`config.mk`:
```
export PLATFORM = sky130hd
export DESIGN_NAME = divider_scheduler_flat
export DESIGN_NICKNAME = d
export VERILOG_FILES = /design/src/rtl/divider_scheduler_if.sv /design/src/rtl/divider_scheduler.sv /design/src/flat_wrapper.sv
export SDC_FILE = /design/constraint.sdc
export NUM_CORES = 1
export LEC_CHECK = 0
export CAP_MARGIN = 5
export CORE_MARGIN = 2
export CORE_UTILIZATION = 67
export DETAILED_ROUTE_END_ITERATION = 8
export DONT_BUFFER_PORTS = 1
export PLACE_DENSITY = 0.9
export REMOVE_ABC_BUFFERS = 1
export SKIP_CTS_REPAIR_TIMING = 1
export SLEW_MARGIN = 40
export SYNTH_ARGS = -nofsm -noshare
export SYNTH_HDL_FRONTEND = slang
export SYNTH_SLANG_ARGS = --single-unit
```
`constraint.sdc`:
```
create_clock -name clk_in -period 7.05 [get_ports clk_in]
set_input_delay 1.41 -clock clk_in [delete_from_list [all_inputs] [get_ports clk_in]]
set_output_delay 1.41 -clock clk_in [all_outputs]
set_load 0.005 [all_outputs]
```
`src/rtl/divider_scheduler_if.sv`:
```
// Config/control handshake and status bus for divider_scheduler.
interface divider_scheduler_if #(
  parameter int unsigned W = 26
);
  logic         cfg_valid;
  logic         cfg_ready;
  logic [W-1:0] cfg_div;
  logic [15:0]  cfg_count;
  logic         start;
  logic         stop;
  logic         tick;
  logic         clk_out;
  logic         busy;
  logic         done;
  logic         cfg_err;

  modport master (
    output cfg_valid, cfg_div, cfg_count, start, stop,
    input  cfg_ready, tick, clk_out, busy, done, cfg_err
  );

  modport slave (
    input  cfg_valid, cfg_div, cfg_count, start, stop,
    output cfg_ready, tick, clk_out, busy, done, cfg_err
  );
endinterface

```
`src/rtl/divider_scheduler.sv`:
```
// Programmable clock divider with counted/free-running runs and a
// one-deep pending config slot applied on period boundaries.
module divider_scheduler #(
  parameter int unsigned W           = 26,
  parameter int unsigned DEFAULT_DIV = 25_000_000
) (
  input  logic                  clk_in,
  input  logic                  rst_n,
  divider_scheduler_if.slave    bus
);

  typedef enum logic {
    IDLE = 1'b0,
    RUN  = 1'b1
  } state_t;

  state_t       state_q, state_d;
  logic [W-1:0] div_q, div_d;
  logic [15:0]  cnt_q, cnt_d;
  logic [W-1:0] dc_q, dc_d;
  logic [15:0]  tr_q, tr_d;
  logic         pend_v_q, pend_v_d;
  logic [W-1:0] pend_div_q, pend_div_d;
  logic [15:0]  pend_cnt_q, pend_cnt_d;
  logic         clk_out_q, clk_out_d;
  logic         done_q, done_d;
  logic         cfg_err_q, cfg_err_d;

  logic         hs;
  logic         cfg_bad;
  logic         tick;

  // Handshake decode and period-end detection.
  always_comb begin
    hs      = bus.cfg_valid && !pend_v_q;
    cfg_bad = bus.cfg_div < W'(2);
    tick    = (state_q == RUN) && (dc_q == div_q - W'(1));
  end

  // Next-state, counters, config slot and registered pulse outputs.
  always_comb begin
    state_d    = state_q;
    div_d      = div_q;
    cnt_d      = cnt_q;
    dc_d       = dc_q;
    tr_d       = tr_q;
    pend_v_d   = pend_v_q;
    pend_div_d = pend_div_q;
    pend_cnt_d = pend_cnt_q;
    done_d     = 1'b0;
    cfg_err_d  = hs && cfg_bad;
    clk_out_d  = (state_q == RUN) && (dc_q >= (div_q >> 1));

    // hs implies pend_v_q == 0, so this never collides with a slot apply below.
    if (hs && !cfg_bad) begin
      if (state_q == IDLE) begin
        div_d = bus.cfg_div;
        cnt_d = bus.cfg_count;
      end else begin
        pend_v_d   = 1'b1;
        pend_div_d = bus.cfg_div;
        pend_cnt_d = bus.cfg_count;
      end
    end

    case (state_q)
      IDLE: begin
        if (pend_v_q) begin
          div_d    = pend_div_q;
          cnt_d    = pend_cnt_q;
          pend_v_d = 1'b0;
        end
        if (bus.start && !bus.stop) begin
          state_d = RUN;
          dc_d    = '0;
          tr_d    = cnt_q;
        end
      end
      RUN: begin
        dc_d = tick ? '0 : dc_q + W'(1);
        if (tick) begin
          if (pend_v_q) begin
            div_d    = pend_div_q;
            cnt_d    = pend_cnt_q;
            pend_v_d = 1'b0;
          end
          if (cnt_q != '0) begin
            tr_d = tr_q - 16'd1;
            if (tr_q == 16'd1) begin
              state_d = IDLE;
              done_d  = 1'b1;
            end
          end
        end
        // Stop overrides a simultaneous final tick; done still pulses once.
        if (bus.stop) begin
          state_d = IDLE;
          dc_d    = '0;
          done_d  = 1'b1;
        end
      end
      default: state_d = IDLE;
    endcase
  end

  // State and datapath registers with synchronous active-low reset.
  always_ff @(posedge clk_in) begin
    if (!rst_n) begin
      state_q    <= IDLE;
      div_q      <= W'(DEFAULT_DIV);
      cnt_q      <= '0;
      dc_q       <= '0;
      tr_q       <= '0;
      pend_v_q   <= 1'b0;
      pend_div_q <= '0;
      pend_cnt_q <= '0;
      clk_out_q  <= 1'b0;
      done_q     <= 1'b0;
      cfg_err_q  <= 1'b0;
    end else begin
      state_q    <= state_d;
      div_q      <= div_d;
      cnt_q      <= cnt_d;
      dc_q       <= dc_d;
      tr_q       <= tr_d;
      pend_v_q   <= pend_v_d;
      pend_div_q <= pend_div_d;
      pend_cnt_q <= pend_cnt_d;
      clk_out_q  <= clk_out_d;
      done_q     <= done_d;
      cfg_err_q  <= cfg_err_d;
    end
  end

  assign bus.cfg_ready = !pend_v_q;
  assign bus.tick      = tick;
  assign bus.clk_out   = clk_out_q;
  assign bus.busy      = (state_q == RUN);
  assign bus.done      = done_q;
  assign bus.cfg_err   = cfg_err_q;

endmodule

```
`src/flat_wrapper.sv`:
```
// flat-port wrapper written by rule: the top's interface ports become plain ports
module divider_scheduler_flat 
#(
  parameter int unsigned W           = 26,
  parameter int unsigned DEFAULT_DIV = 25_000_000
)
  (clk_in, rst_n, bus_cfg_valid, bus_cfg_div, bus_cfg_count, bus_start, bus_stop, bus_cfg_ready, bus_tick, bus_clk_out, bus_busy, bus_done, bus_cfg_err);
  divider_scheduler_if #(.W(W)) bus_i ();
  input  logic clk_in;
  input  logic rst_n;
  input wire logic [$bits(bus_i.cfg_valid)-1:0] bus_cfg_valid;
  input wire logic [$bits(bus_i.cfg_div)-1:0] bus_cfg_div;
  input wire logic [$bits(bus_i.cfg_count)-1:0] bus_cfg_count;
  input wire logic [$bits(bus_i.start)-1:0] bus_start;
  input wire logic [$bits(bus_i.stop)-1:0] bus_stop;
  output wire logic [$bits(bus_i.cfg_ready)-1:0] bus_cfg_ready;
  output wire logic [$bits(bus_i.tick)-1:0] bus_tick;
  output wire logic [$bits(bus_i.clk_out)-1:0] bus_clk_out;
  output wire logic [$bits(bus_i.busy)-1:0] bus_busy;
  output wire logic [$bits(bus_i.done)-1:0] bus_done;
  output wire logic [$bits(bus_i.cfg_err)-1:0] bus_cfg_err;
  assign bus_i.cfg_valid = bus_cfg_valid;
  assign bus_i.cfg_div = bus_cfg_div;
  assign bus_i.cfg_count = bus_cfg_count;
  assign bus_i.start = bus_start;
  assign bus_i.stop = bus_stop;
  assign bus_cfg_ready = bus_i.cfg_ready;
  assign bus_tick = bus_i.tick;
  assign bus_clk_out = bus_i.clk_out;
  assign bus_busy = bus_i.busy;
  assign bus_done = bus_i.done;
  assign bus_cfg_err = bus_i.cfg_err;
  divider_scheduler #(.W(W), .DEFAULT_DIV(DEFAULT_DIV)) u_core (.clk_in(clk_in), .rst_n(rst_n), .bus(bus_i));
endmodule
```
==> After elaboration in Yosys (flattened, before gate mapping) <==
Cells that the tools add are included.
{ "word_totals": {"regBits": 131, "elab_cells": 68, "output_inout_bits": 6, "input_bits": 47} }
{ "classes": {"magnitude_cmp": 2, "reduce_logical": 13, "mux": 33, "n_eq_ne": 5, "n_bitwise": 1, "addsub": 3} }
{ "op_table": {"columns": ["operator", "count"], "rows": [
  ["2-to-1 mux 26 bit", 7],
  ["2-to-1 mux 16 bit", 7],
  ["one-hot mux 26 bit (2 select lines)", 2],
  ["one-hot mux 16 bit (2 select lines)", 2],
  ["adder 26 x 1 -> 26 bit, second input constant", 1],
  ["equality test 26 bit", 1],
  [">= comparator 26 x 25 -> 1 bit", 1],
  ["less-than comparator 26 x 2 -> 1 bit, second input constant", 1],
  ["subtractor 26 x 1 -> 26 bit, second input constant", 1],
  ["equality test 16 x 1 -> 1 bit, second input constant", 1],
  ["nonzero test 16 bit", 1],
  ["subtractor 16 x 1 -> 16 bit, second input constant", 1],
  ["2-to-1 mux 1 bit", 13],
  ["logical AND 1 bit", 6],
  ["inequality test 2 bit, second input constant", 3],
  ["one-hot mux 1 bit (2 select lines)", 2],
  ["AND reduction 2 bit", 2],
  ["zero test 1 bit", 3],
  ["AND reduction 3 bit", 1],
  ["NOT 1 bit", 1]
]} }

==> Longest topological paths before layout <==
Gate-level depths: netlist of the first run.
{ "logic_depth": {"word_depth": 7, "ltp_mapped": 14, "ltp_nobuf": 11} }

==> Worst setup path before layout of the first run <==
Ideal clock, no wire load.
{ "synth_timing": {"path_kind": "register -> output", "from": "reg u_core.div_q[2]", "to": "out bus_tick", "required_time_ns": 5.640, "path_buffers": 3, "path_stages_with_launch": 11, "t_arrival_ns": 3.058, "slack_ns": 2.582, "cell_sequence": "dfxtp_1 > buf_6 > or4_4 > buf_6 > or3_1 > buf_6 > or4_4 > a22oi_2 > nand2_1 > or4_4 > a2111oi_2"} }
{ "synth_via": {"elab_chain_cells": 3} }
{ "synth_lines": {"columns": ["element", "line", "source"], "rows": [
  ["start: declaration", "divider_scheduler.sv:18", "logic [W-1:0] div_q, div_d;"],
  ["start signal: assignment", "divider_scheduler.sv:110", "div_q <= W'(DEFAULT_DIV);"],
  ["start signal: assignment", "divider_scheduler.sv:122", "div_q <= div_d;"],
  ["subtractor 26 x 1 -> 26 bit", "divider_scheduler.sv:37", "tick = (state_q == RUN) && (dc_q == div_q - W'(1));"],
  ["equality test 26 bit", "divider_scheduler.sv:37", null],
  ["logical AND 1 bit", "divider_scheduler.sv:37", null],
  ["end: declaration", "flat_wrapper.sv:17", "output wire logic [$bits(bus_i.tick)-1:0] bus_tick;"]
]} }
No other way between the ends.

==> Worst setup path in the final report of the first run <==
{ "layout_timing": {"from": "reg u_core.div_q[0]", "to": "out bus_tick"} }
Same word-level chain as after synthesis.

==> reports/results.txt, run 1 <==
Status: finished clean
Port Buffers: 0
Placed Area: 7725 um2
GP Congestion: 0.9535
Final Hold Viols: 0
Wire length on met3: 1421 um
Number of global-route vias before repair: 6848
CTS tree: yes
Die Wd: 111.2 um
Diodes inserted: 0
Max cap viols: 0
Final instance area: 8289 um2
Final period util: 73.47%
Slew @ Worst Pin: 0.8622 ns
Synth cell count leaders: nand2_1, dfxtp_1, nor2_1
YS warnings: 0
Synth cell types: 69
Fraction of layout cells with a size suffix above 1: 9.595%
PD cells: 227.7 nW/um2
Data required, critical path: 5.64 ns
Peak VDD IR: 0.1890 mV
Dpl cells: 1049
First-pass DRT Iterations: 5
Power, Total: 0.001887 W
Unrepaired setup endpoints after global routing: false
Critical Path Start Type: register
Fin cells: 1081
First-pass GRT wire length: 33140 um
Routed wire per std cell: 18.56 um
HP Class: reg -> reg
Number of flops mapped to enable cells by yosys: 0
Post-synthesis sequential area ratio: 34.06%
Max Clk Rate: 0.1931 GHz
Filler instances: 827
GR Overflow Total: 0
Cts bufs inserted: 17
Seq cells post-synth: 131
Main flop type after synthesis: dfxtp_1
Initial Utilization: 68.00%
Core area: 11320 um2
Post-layout nets: 1001
CTS Buffer Depth: 2
Total I/O pin count: 53
Final slew viol count: 0
Fin util: 73.22%
Total Routing Usage GR: 32.90%
Post-synthesis async set-or-reset flop share: 0%
Via count: 7022
Nature of the critical path endpoint: output pin
Remaining DRCs: 0
CP Max Fanout: 8
Maximum number of pins on one net before global-route repair: 62
Die Y-Extent: 111.2 um
Avg Inst Size Synth: 8.078 um2
DP HPWL: 13840 um
Max-slew headroom: 42.08%
Clock sink count: 131
Crit path DAT: 3.77 ns
Initial antenna violation count: 0
Routed WL: 20070 um
Uppermost routed layer: met4
Metal-1 WL: 8151 um
Root buf cell: clkbuf_16
Setup Skew: 0.008235 ns
Synth area leader: dfxtp_1
Final setup viols: 0
TNS Setup: 0 ns
Full die area: 12360 um2
Mapped cell area: 7699 um2
Synth top area cells: dfxtp_1, nand2_1, mux2i_1
Critical path class: reg -> out
Final ANT Viol Nets: 0
Mapped Cells: 953
Clock latency on the worst-skew pair: 0.43 ns
P_leak: 3.206 nW
H-tree lvl count: 4
Row Count: 39
Post-DR vias/cell: 6.496
Top-count cell post-synth: nand2_1
Metal2 WL: 9745 um
Clk slew on worst S/H paths: 0.06 ns
Final Critical Period: 5.179 ns
Yosys top cell area share: 34.06%
Area grow syn2layout: 7.671%
Initial DRC count: 707
[path summary, 6_finish.rpt]
kind,endpoint,slack (ns),from,cells past startpoint
min,u_core.pend_div_q[4],0.45,u_core.pend_div_q[4],2
max reg2reg,u_core.tr_q[15],2.68,u_core.div_q[0],11
min reg2reg,u_core.pend_div_q[4],0.45,u_core.pend_div_q[4],2
max,bus_tick,1.87,u_core.div_q[0],9
[power by group]
group          internal [W]  total (W)  switching, W
logic             0.0000986   0.000240      0.000142
registers          0.000770   0.000805     0.0000355
clock network      0.000495   0.000842      0.000347
[cell usage in the layout, fill, tap and decap left out, drive strengths merged, types with 12 or more instances in the layout]
cell,n
nor2,83
nand3,27
a21oi,79
nor3,23
nand2,140
xnor2,23
mux2i,44
o21ai,32
clkbuf,21
ha,29
inv,40
a21o,19
xor2,22
nor4,26
nand4,16
dfxtp,131
and3,12
mux2,30
[worst max-delay path, stage by stage (launching register included)]
cell and delay [ns]:
dfxtp_1 0.36, inv_1 0.07, ha_1 0.24, nor4b_2 0.69, nand3_1 0.18, xnor2_1 0.19, a2111oi_0 0.39, nand4_1 0.22
or4_4 0.60, a2111oi_2 0.41
[layer usage]
| layer | track usage (%) | up-vias |
|---|---|---|
| met4 | 15.06 | 0 |
| met3 | 8.256 | 70 |
| met5 | 0 | - |
| met2 | 55.57 | 307 |
| li1 | - | 3357 |
| met1 | 39.40 | 3288 |
[metrics by stage]
step	hold slack, ns	worst slack, ns
2_1_floorplan	0.4360	1.773
3_3_place_gp	0.4414	2.410
3_5_place_dp	0.4477	2.373
4_1_cts	0.4557	1.905
5_1_grt	0.4724	1.658
6_report	0.4543	1.871
[final cells by class]
class	count	area [um2]	share of cell area [%]
clock buffer	21	450.4	5.434
clock inverter	11	107.6	1.298
inverter	41	153.9	1.857
multi-input combinational	724	4697	56.66
sequential	131	2623	31.64
tap	143	178.9	2.158
timing repair buffer	10	78.83	0.9509
[flip-flops by register name, indices dropped and copies added (netlist names)]
register            cells
u_core.dc_q            26
u_core.cnt_q           16
u_core.bus.busy         1
u_core.pend_div_q      26
u_core.bus.clk_out      1
u_core.tr_q            16
u_core.bus.cfg_err      1
u_core.bus.done         1
u_core.pend_cnt_q      16
u_core.pend_v_q         1
u_core.div_q           26
[cell families after synthesis]
group / synth area share (%)
AOI/OAI and AO/OA: 17.24
xor gates and xnor gates: 5.119
adders and majority gates: 4.713
buffers and inverters: 5.331
DFF: 34.06
muxes: 10.11
and+or+nand+nor: 23.42
(Power assumes the default switching activity.)
==> inputs of run 2 (changes only) <==
--- a/config.mk
+++ b/config.mk
@@ -7,10 +7,10 @@
 export LEC_CHECK = 0
 export CAP_MARGIN = 5
 export CORE_MARGIN = 2
-export CORE_UTILIZATION = 67
+export CORE_UTILIZATION = 64
 export DETAILED_ROUTE_END_ITERATION = 8
 export DONT_BUFFER_PORTS = 1
-export PLACE_DENSITY = 0.9
+export PLACE_DENSITY = 0.87
 export REMOVE_ABC_BUFFERS = 1
 export SKIP_CTS_REPAIR_TIMING = 1
 export SLEW_MARGIN = 40
==> constraint.sdc (replaced) <==
create_clock -name clk_in -period 4.9 [get_ports clk_in]
set_input_delay 0.98 -clock clk_in [delete_from_list [all_inputs] [get_ports clk_in]]
set_output_delay 0.98 -clock clk_in [all_outputs]
set_load 0.005 [all_outputs]
==> reports/results.txt, run 2 (same netlist as run 1, synthesis figures left out) <==
Root buf cell: clkbuf_16
Cts bufs inserted: 17
Critical Path Start Type: register
First-pass DRT Iterations: 6
Slew @ Worst Pin: 0.7612 ns
Total Routing Usage GR: 31.36%
Worst-case reg-to-reg path depth: 10
Clock latency on the worst-skew pair: 0.43 ns
Setup Skew: 0.007349 ns
Uppermost routed layer: met4
Port Buffers: 0
Diodes inserted: 0
Max Clk Rate: 0.2113 GHz
Final slew viol count: 0
Maximum number of pins on one net before global-route repair: 43
Max cap viols: 0
Remaining DRCs: 0
DP HPWL: 13890 um
Post-layout nets: 1003
Max-slew headroom: 47.94%
Hold path depth: 2
Commonest non-fill, non-tap cell in the layout: nand2_1
Initial Utilization: 64.91%
Status: finished clean
Routed WL: 20010 um
Final setup viols: 0
Clk slew on worst S/H paths: 0.06 ns
H-tree lvl count: 4
Metal-1 WL: 8261 um
Number of global-route vias before repair: 6727
Peak VDD IR: 0.3159 mV
Initial antenna violation count: 0
CTS tree: yes
P_leak: 3.261 nW
Row Count: 40
Final Hold Viols: 0
Critical path class: reg -> out
Initial DRC count: 730
Final Critical Period: 4.732 ns
Power, Total: 0.002874 W
Nature of the critical path endpoint: output pin
Unrepaired setup endpoints after global routing: false
Core area: 11860 um2
PD cells: 341.5 nW/um2
Final ANT Viol Nets: 0
Routed wire per std cell: 18.41 um
Die Wd: 113.7 um
Commonest non-fill, non-tap cells in the layout: nand2_1, dfxtp_1, nor2_1, a21oi_1, mux2i_1
HP Class: reg -> reg
Via count: 7037
Final hold slack: 0.4539 ns
Top Registers: u_core.dc_q: 26 flops, u_core.div_q: 26 flops, u_core.pend_div_q: 26 flops
CP Max Fanout: 9
Area grow syn2layout: 9.313%
Die Y-Extent: 113.7 um
First-pass GRT wire length: 32520 um
Final period util: 96.58%
Data required, critical path: 3.92 ns
Fraction of layout cells with a size suffix above 1: 10.00%
Metal2 WL: 9749 um
Total I/O pin count: 53
Wire length on met3: 1425 um
CTS Buffer Depth: 2
GP Congestion: 0.9894
Crit path DAT: 3.75 ns
Full die area: 12920 um2
GR Overflow Total: 0
Post-DR vias/cell: 6.474
Clock sink count: 131
## run 2: cell count changes in the layout (fill, tap and decap cells not counted), sizes merged
cell,delta
bufinv,+3
clkbuf,-3
inv,+4
buf,+2
clkinv,-4
## run 2: critical path, stage by stage, from the launching register on
cell and delay, ns:
dfxtp_1 0.38, or4_1 0.59, or3_1 0.53, or4_4 0.56
a22oi_2 0.20, nand2_1 0.10, or4_4 0.56, a2111oi_2 0.41
## run 2: final timing paths
check | end | from | slack, ns
max reg2reg | u_core.cnt_q[15] | u_core.div_q[6] | 0.95
min reg2reg | u_core.pend_div_q[13] | u_core.pend_div_q[13] | 0.45
min | u_core.pend_div_q[13] | u_core.pend_div_q[13] | 0.45
max | bus_tick | u_core.div_q[6] | 0.17
## run 2: layer usage
metal	up-vias	GRT usage [%]
li1	3369	-
met1	3314	38.49
met2	305	52.89
met3	49	6.589
met4	0	14.55
met5	-	0
## run 2: stage by stage
step | worst slack, ns | setup TNS (ns) | utilization, % | cells | instance area (um2)
2_1_floorplan | -0.3773 | -15.60 | - | 896 | 7442
3_3_place_gp | 0.6866 | 0 | 65.30 | 1054 | 7745
3_5_place_dp | 0.6380 | 0 | 65.53 | 1055 | 7772
4_1_cts | 0.1851 | 0 | 70.84 | 1087 | 8403
5_1_grt | 0.07332 | 0 | 70.95 | 1087 | 8416
6_report | 0.1678 | 0 | 70.95 | 1087 | 8416
## run 2: power breakdown
part	total, W	internal [W]	switching, W
Sequential	0.00116	0.00111	0.0000490
Combinational	0.000355	0.000147	0.000208
Clock	0.00136	0.000858	0.000505
## run 2: final cells by class
| class | instances | area (um2) |
|---|---|---|
| clock inverter | 14 | 201.4 |
| fill | 913 | 3446 |
| multi-input combinational | 724 | 4702 |
| inverter | 41 | 153.9 |
| sequential | 131 | 2623 |
| clock buffer | 18 | 429.2 |
| tap | 147 | 183.9 |
| timing repair buffer | 12 | 122.6 |
